<file path="config.mk">
export PLATFORM = sky130hd
export DESIGN_NAME = eth_rx_buf_ctrl
export DESIGN_NICKNAME = d
export VERILOG_FILES = /design/src/rtl/eth_rx_pkg.sv /design/src/rtl/eth_rx_buf_ctrl_slot_mgr.sv /design/src/rtl/eth_rx_buf_ctrl.sv
export SDC_FILE = /design/constraint.sdc
export NUM_CORES = 1
export LEC_CHECK = 0
export ABC_AREA = 1
export BUFFER_PORTS_ARGS = -buffer_cell sky130_fd_sc_hd__buf_2
export CAP_MARGIN = 5
export CORE_ASPECT_RATIO = 0.7
export CORE_MARGIN = 1.5
export CORE_UTILIZATION = 35
export CTS_CLUSTER_SIZE = 10
export DETAILED_ROUTE_END_ITERATION = 12
export SLEW_MARGIN = 30
export SYNTH_ARGS = -nofsm -noshare
export SYNTH_HDL_FRONTEND = slang
export SYNTH_SLANG_ARGS = --single-unit
</file>
<file path="constraint.sdc">
create_clock -name phy1_125M_clk -period 1.7 [get_ports phy1_125M_clk]
set_input_delay 0.17 -clock phy1_125M_clk [delete_from_list [all_inputs] [get_ports phy1_125M_clk]]
set_output_delay 0.17 -clock phy1_125M_clk [all_outputs]
set_load 0.02 [all_outputs]
</file>
<file path="src/rtl/eth_rx_pkg.sv">
// Shared types and constants for the GMII receive buffer controller.
// Optional build macro RX_FCS_STRIP_EN is consumed by eth_rx_buf_ctrl.
package eth_rx_pkg;

  typedef enum logic [2:0] {
    IDLE     = 3'd0,
    PREAMBLE = 3'd1,
    DATA     = 3'd2,
    DROP     = 3'd3,
    COMMIT   = 3'd4
  } state_t;

  localparam logic [7:0]  ETH_PREAMBLE = 8'h55;
  localparam logic [7:0]  ETH_SFD      = 8'hD5;
  localparam int unsigned ETH_FCS_LEN  = 4;

endpackage

</file>
<file path="src/rtl/eth_rx_buf_ctrl_slot_mgr.sv">
// Two-slot ownership tracker: full flags, latched lengths, write/read pointers
// and the commit/ack handshake toward the frame consumer.
module eth_rx_buf_ctrl_slot_mgr #(
  parameter int unsigned BUF_AW = 10
) (
  input  logic              phy1_125M_clk,
  input  logic              reset_n,
  input  logic              commit,
  input  logic [BUF_AW:0]   commit_len,
  input  logic              ack,
  output logic              wslot,
  output logic              slot_free_c,
  output logic              frm_valid,
  output logic              frm_slot,
  output logic [BUF_AW:0]   frm_len
);
  import eth_rx_pkg::*;

  localparam int unsigned LW = BUF_AW + 1;

  logic [1:0]    full_q, full_d;
  logic [LW-1:0] len_q [2];
  logic [LW-1:0] len_d [2];
  logic          rslot_q, rslot_d, wslot_d;

  assign slot_free_c = !full_q[wslot];

  // Commit and ack never collide on a slot: a commit targets an empty slot, an ack a full one.
  always_comb begin
    full_d  = full_q;
    len_d   = len_q;
    wslot_d = wslot;
    rslot_d = rslot_q;
    if (commit) begin
      full_d[wslot] = 1'b1;
      len_d[wslot]  = commit_len;
      wslot_d       = ~wslot;
    end
    if (ack && full_q[rslot_q]) begin
      full_d[rslot_q] = 1'b0;
      rslot_d         = ~rslot_q;
    end
  end

  // Reader-facing outputs are registered from the next-state view so they track full/rslot exactly.
  always_ff @(posedge phy1_125M_clk) begin
    if (!reset_n) begin
      full_q    <= '0;
      len_q[0]  <= '0;
      len_q[1]  <= '0;
      wslot     <= 1'b0;
      rslot_q   <= 1'b0;
      frm_valid <= 1'b0;
      frm_slot  <= 1'b0;
      frm_len   <= '0;
    end else begin
      full_q    <= full_d;
      len_q     <= len_d;
      wslot     <= wslot_d;
      rslot_q   <= rslot_d;
      frm_valid <= full_d[rslot_d];
      frm_slot  <= rslot_d;
      frm_len   <= len_d[rslot_d];
    end
  end

endmodule

</file>
<file path="src/rtl/eth_rx_buf_ctrl.sv">
// GMII receive frame controller: strips preamble/SFD, writes payload into a two-slot
// buffer, commits or discards frames. Optional macro RX_FCS_STRIP_EN trims FCS from frm_len.
module eth_rx_buf_ctrl #(
  parameter int unsigned BUF_AW  = 10,
  parameter int unsigned MIN_LEN = 60,
  parameter int unsigned CNT_W   = 16
) (
  input  logic              phy1_125M_clk,
  input  logic              reset_n,
  input  logic              rx_dv,
  input  logic [7:0]        rx_data,
  output logic              buf_we,
  output logic [BUF_AW:0]   buf_waddr,
  output logic [7:0]        buf_wdata,
  output logic              frm_valid,
  output logic              frm_slot,
  output logic [BUF_AW:0]   frm_len,
  input  logic              frm_ack,
  output logic [CNT_W-1:0]  drop_cnt,
  output logic [CNT_W-1:0]  runt_cnt
);
  import eth_rx_pkg::*;

  localparam int unsigned   LW         = BUF_AW + 1;
  localparam logic [LW-1:0] SLOT_BYTES = LW'(1) << BUF_AW;

  state_t        state, state_d;
  logic          rx_dv_q;
  logic [LW-1:0] length, length_d;
  logic          we_d;
  logic [LW-1:0] waddr_d;
  logic [7:0]    wdata_d;
  logic          drop_inc_c, runt_inc_c, commit_c;
  logic          wslot, slot_free_c;
  logic [LW-1:0] commit_len_c;

`ifdef RX_FCS_STRIP_EN
  assign commit_len_c = length - LW'(ETH_FCS_LEN);
`else
  assign commit_len_c = length;
`endif

  eth_rx_buf_ctrl_slot_mgr #(.BUF_AW(BUF_AW)) u_slot_mgr (
    .phy1_125M_clk (phy1_125M_clk),
    .reset_n       (reset_n),
    .commit        (commit_c),
    .commit_len    (commit_len_c),
    .ack           (frm_ack),
    .wslot         (wslot),
    .slot_free_c   (slot_free_c),
    .frm_valid     (frm_valid),
    .frm_slot      (frm_slot),
    .frm_len       (frm_len)
  );

  always_ff @(posedge phy1_125M_clk) begin
    if (!reset_n) begin
      state     <= IDLE;
      rx_dv_q   <= 1'b0;
      length    <= '0;
      buf_we    <= 1'b0;
      buf_waddr <= '0;
      buf_wdata <= '0;
      drop_cnt  <= '0;
      runt_cnt  <= '0;
    end else begin
      state     <= state_d;
      rx_dv_q   <= rx_dv;
      length    <= length_d;
      buf_we    <= we_d;
      buf_waddr <= waddr_d;
      buf_wdata <= wdata_d;
      if (drop_inc_c && (drop_cnt != '1)) drop_cnt <= drop_cnt + CNT_W'(1);
      if (runt_inc_c && (runt_cnt != '1)) runt_cnt <= runt_cnt + CNT_W'(1);
    end
  end

  always_comb begin
    state_d    = state;
    length_d   = length;
    we_d       = 1'b0;
    waddr_d    = buf_waddr;
    wdata_d    = buf_wdata;
    drop_inc_c = 1'b0;
    runt_inc_c = 1'b0;
    commit_c   = 1'b0;
    case (state)
      IDLE: begin
        if (rx_dv && !rx_dv_q) begin
          if (rx_data == ETH_PREAMBLE) begin
            state_d = PREAMBLE;
          end else begin
            state_d    = DROP;
            drop_inc_c = 1'b1;
          end
        end
      end
      PREAMBLE: begin
        if (!rx_dv) begin
          state_d = IDLE;
        end else if (rx_data == ETH_PREAMBLE) begin
          state_d = PREAMBLE;
        end else if ((rx_data == ETH_SFD) && slot_free_c) begin
          state_d  = DATA;
          length_d = '0;
        end else begin
          state_d    = DROP;
          drop_inc_c = 1'b1;
        end
      end
      DATA: begin
        if (!rx_dv) begin
          if (length >= LW'(MIN_LEN)) begin
            state_d = COMMIT;
          end else begin
            state_d    = IDLE;
            runt_inc_c = 1'b1;
          end
        end else if (length == SLOT_BYTES) begin
          state_d    = DROP;
          drop_inc_c = 1'b1;
        end else begin
          we_d     = 1'b1;
          waddr_d  = {wslot, length[BUF_AW-1:0]};
          wdata_d  = rx_data;
          length_d = length + LW'(1);
        end
      end
      COMMIT: begin
        commit_c = 1'b1;
        state_d  = IDLE;
      end
      DROP: begin
        if (!rx_dv) state_d = IDLE;
      end
      default: state_d = IDLE;
    endcase
  end

endmodule

</file>
==> results.py <==
metrics = {
    "logic_synthesis": {
        "synth_simple_gate_area_share_pct": 30.01,
        "synthMuxAreaShare_pct": 0.4044,
        "yosysUniqueCellTypes": 35,
        "synth_area_leaders": "dfxtp_1 42%, nand2_1 11%, nor2_1 7.7%",
        "synth_warnings": 0,
        "synth_area_um2": 4950,
        "synth-xor-area-share_pct": 2.123,
        "yosys_register_bits": 105,
        "synth_top_family_by_area": "simple AND/OR/NAND/NOR gates",
        "synth_top_cell_area_share_pct": 42.47,
        "ys_seq_area_share_pct": 42.47,
        "synth-compound-area-share_pct": 13.62,
        "postSynthCellCount": 688,
        "synth_fp_nets": 704,
        "syn_avg_cell_area_um2": 7.194,
        "synth_adder_area_share_pct": 1.011,
        "yosysTopAreaCell": "dfxtp_1",
    },
    "sta": {
        "tightest_slew_ns": 0.5383,
        "hold_violations": 0,
        "final-setup-viol-count": 0,
        "fin_ws_ns": 0.03049,
        "report.final.slew_viol_count": 0,
        "finalClockSkew_ns": 0.01478,
        "fin_crit_sh_pct": 98.21,
        "maxSlewHeadroom_pct": 64.08,
        "fmax_mhz": 599.0,
        "rsz0062_at_grt": "yes",
        "period_minus_slack_ns": 1.670,
        "hold_ws_ns": 0.05861,
    },
    "cts": {
        "cts_tree": "yes",
        "cts.path.max_buffers": 2,
        "clock_tree.root_cell": "clkbuf_16",
        "clock_latency_ns": 0.35,
        "cts_buffers": 9,
        "htreeDepth": 3,
        "clk_pin_slew_ns": 0.08,
        "ctsHoldBuffers": 0,
        "cts.sinks": 105,
    },
    "grt": {
        "grt_pass1_wl_um": 19600,
        "grt_pass1_vias": 3918,
        "grt-ovfl-total": 0,
        "grt_max_degree": 53,
        "track_usage_pct": 16.16,
        "antenna_found_initial": 0,
    },
    "finish": {
        "final_cell_mix": "146 x nand2_1, 100 x dfxtp_1, 97 x nor2_1",
        "fill_cells": 1476,
        "utilization_pct": 45.07,
        "final_common_cell": "nand2_1",
        "seq_area_um2": 2108,
        "layout-drive-gt1-share_pct": 26.13,
        "antenna_cells": 0,
        "num-nets-final": 811,
        "multi_input_area_um2": 2460,
        "area_growth_pct": 26.31,
    },
    "detailed_routing": {
        "vias": 4478,
        "totalWireLength_um": 11940,
        "ant_nets": 0,
        "drt_iter0_markers": 267,
        "post_drt_via_cell_ratio": 4.523,
        "drc_errors": 0,
        "drt_pass1_iterations": 4,
        "routedWlPerCell_um": 12.06,
    },
    "setup_path": {
        "path_cells": "inv_2 > ha_4 > nand2_1 > inv_1 > nand3_2 > nor2_4 > nor2_4 > nor2_2 > nand2_2 > nand2_4 > buf_12 > nand3_1 > nand2_1 > nor2_1",
        "crit_arrival_ns": 1.91,
        "worstSetupPathType": "flip-flop to flip-flop",
        "critPathLaunchType": "flip-flop",
        "cp_num_buf_inv": 3,
        "cp.required_ns": 1.94,
        "crit_path_end_kind": "flip-flop",
        "worstPathMaxFanout": 16,
        "critPathMaxStageDelay_ns": 0.33,
        "cp_slowest_cell": "dfxtp_2",
        "crit_family": "simple AND/OR/NAND/NOR gates",
    },
    "power_and_ir_drop": {
        "p_leak_nw": 2.788,
        "pwr_density_cell_nw_per_um2": 1091,
        "vdd_drop_max_mv": 0.6017,
    },
    "run_status": {
        "run_status": "finished clean",
    },
    "placed_design": {
        "post-dp-hpwl_um": 8548,
        "gp_congestion": 0.8290,
        "pre_cts_slack_ns": -0.002647,
        "portBuffers": 76,
    },
    "floorplanning": {
        "coreArea_um2": 13870,
        "die_x_um": 145.1,
        "ios": 77,
        "start_util_pct": 35.68,
        "rows": 36,
        "fp.dieH_um": 102.5,
        "die_area_um2": 14880,
    },
    "hold_path": {
        "min_path_type": "input pin to flip-flop",
    },
    "run": {
        "drv_cap": 0,
    },
}
==> final cells by class <==
cell class / count / area share, %
sequential: 105 / 33.72
inverter: 84 / 5.243
tap: 190 / 3.802
clock inverter: 6 / 0.8805
clock buffer: 10 / 3.822
timing repair buffer: 124 / 13.19
multi-input combinational: 471 / 39.34
==> worst paths after layout <==
kind,startpoint,endpoint,slack [ns],cells after the start
max,commit_len_c[1]$_SDFFE_PN0P_,drop_cnt[14]$_SDFFE_PN0P_,0.03,14
min,rx_data[3],buf_wdata[3]$_SDFFE_PN0N_,0.06,3
max reg2reg,commit_len_c[1]$_SDFFE_PN0P_,drop_cnt[14]$_SDFFE_PN0P_,0.03,14
min reg2reg,u_slot_mgr.len_q[18]$_SDFF_PN0_,u_slot_mgr.len_q[18]$_SDFF_PN0_,0.46,2
==> stage by stage <==
stage               setup TNS [ns]  total power [mW]  area [µm²]  std cells
global placement                 0             4.590        5783        972
finish                           0             6.821        6252        990
global route                -1.201             7.218        6252        990
detailed placement       -0.003760             4.599        5783        972
floorplan                        0             4.029        4950        688
CTS                              0             6.689        6080        988
==> Yosys cell counts <==
| cell | number |
|---|---|
| nand2_1 | 151 |
| dfxtp_1 | 105 |
| nor2_1 | 102 |
| inv_1 | 77 |
| a21oi_1 | 58 |
| nand3_1 | 34 |
| o21ai_0 | 32 |
| buf_2 | 13 |
| nand4_1 | 13 |
| a211oi_2 | 12 |
| nor3_1 | 12 |
| o21ai_1 | 10 |
| buf_6 | 9 |
| xor2_1 | 8 |
| nand3_2 | 6 |
| clkbuf_1 | 5 |
| nor2_2 | 5 |
| ha_1 | 4 |
| inv_2 | 4 |
| xnor2_1 | 4 |
| nand2_2 | 3 |
| inv_4 | 2 |
| mux2i_1 | 2 |
| nand2_4 | 2 |
| nand3b_1 | 2 |
| nor2_4 | 2 |
| nor3_2 | 2 |
| nor3b_1 | 2 |
| a21oi_2 | 1 |
| and3_1 | 1 |
| buf_4 | 1 |
| clkinv_1 | 1 |
| nand4_2 | 1 |
| o211ai_1 | 1 |
| o21bai_1 | 1 |
==> power breakdown <==
part,internal [mW],leakage (nW),switching [mW]
Clock,1.07,0.146,0.999
Combinational,0.789,1.79,1.19
Sequential,2.64,0.851,0.138
Total,4.50,2.79,2.32
==> registers in the layout, indices dropped and copies added (netlist names) <==
register	count
runt_cnt	16
u_slot_mgr.rslot_q	1
buf_wdata	8
drop_cnt	16
commit_len_c	11
u_slot_mgr.frm_valid	1
u_slot_mgr.full_q	2
rx_dv_q	1
buf_we	1
u_slot_mgr.wslot	1
buf_waddr	11
u_slot_mgr.frm_len	11
u_slot_mgr.len_q	22
state	3
==> per-layer routing <==
metal,track usage [%],wire length [µm],vias up
met5,0,0,-
met4,3.532,91,0
met3,4.646,774,8
met2,21.90,4450,93
met1,24.80,6627,1957
li1,-,-,2420
==> tightest hold or removal path: cells and delay by family <==
kind / cells / cell delay, ns
compound gates: 1 / 0.10
buf+inv: 2 / 0.11
==> cell families (layout without fill, tap and decap cells) <==
group | count (synthesis) | in the layout
and+or+nand+nor | 338 | 338
AOI/OAI and AO/OA | 115 | 115
buffers and inverters | 112 | 224
DFF | 105 | 105
xor gates and xnor gates | 12 | 12
adders and majority gates | 4 | 4
muxes | 2 | 2
==> repair_timing <==
item / in CTS / in global routing
buffers inserted: 0 / 1
pin swaps: 0 / 14
endpoints found under the setup margin: 6 / 65
cloned: 0 / 1
gates resized for setup: 1 / 43
(Power assumes the default switching activity.)
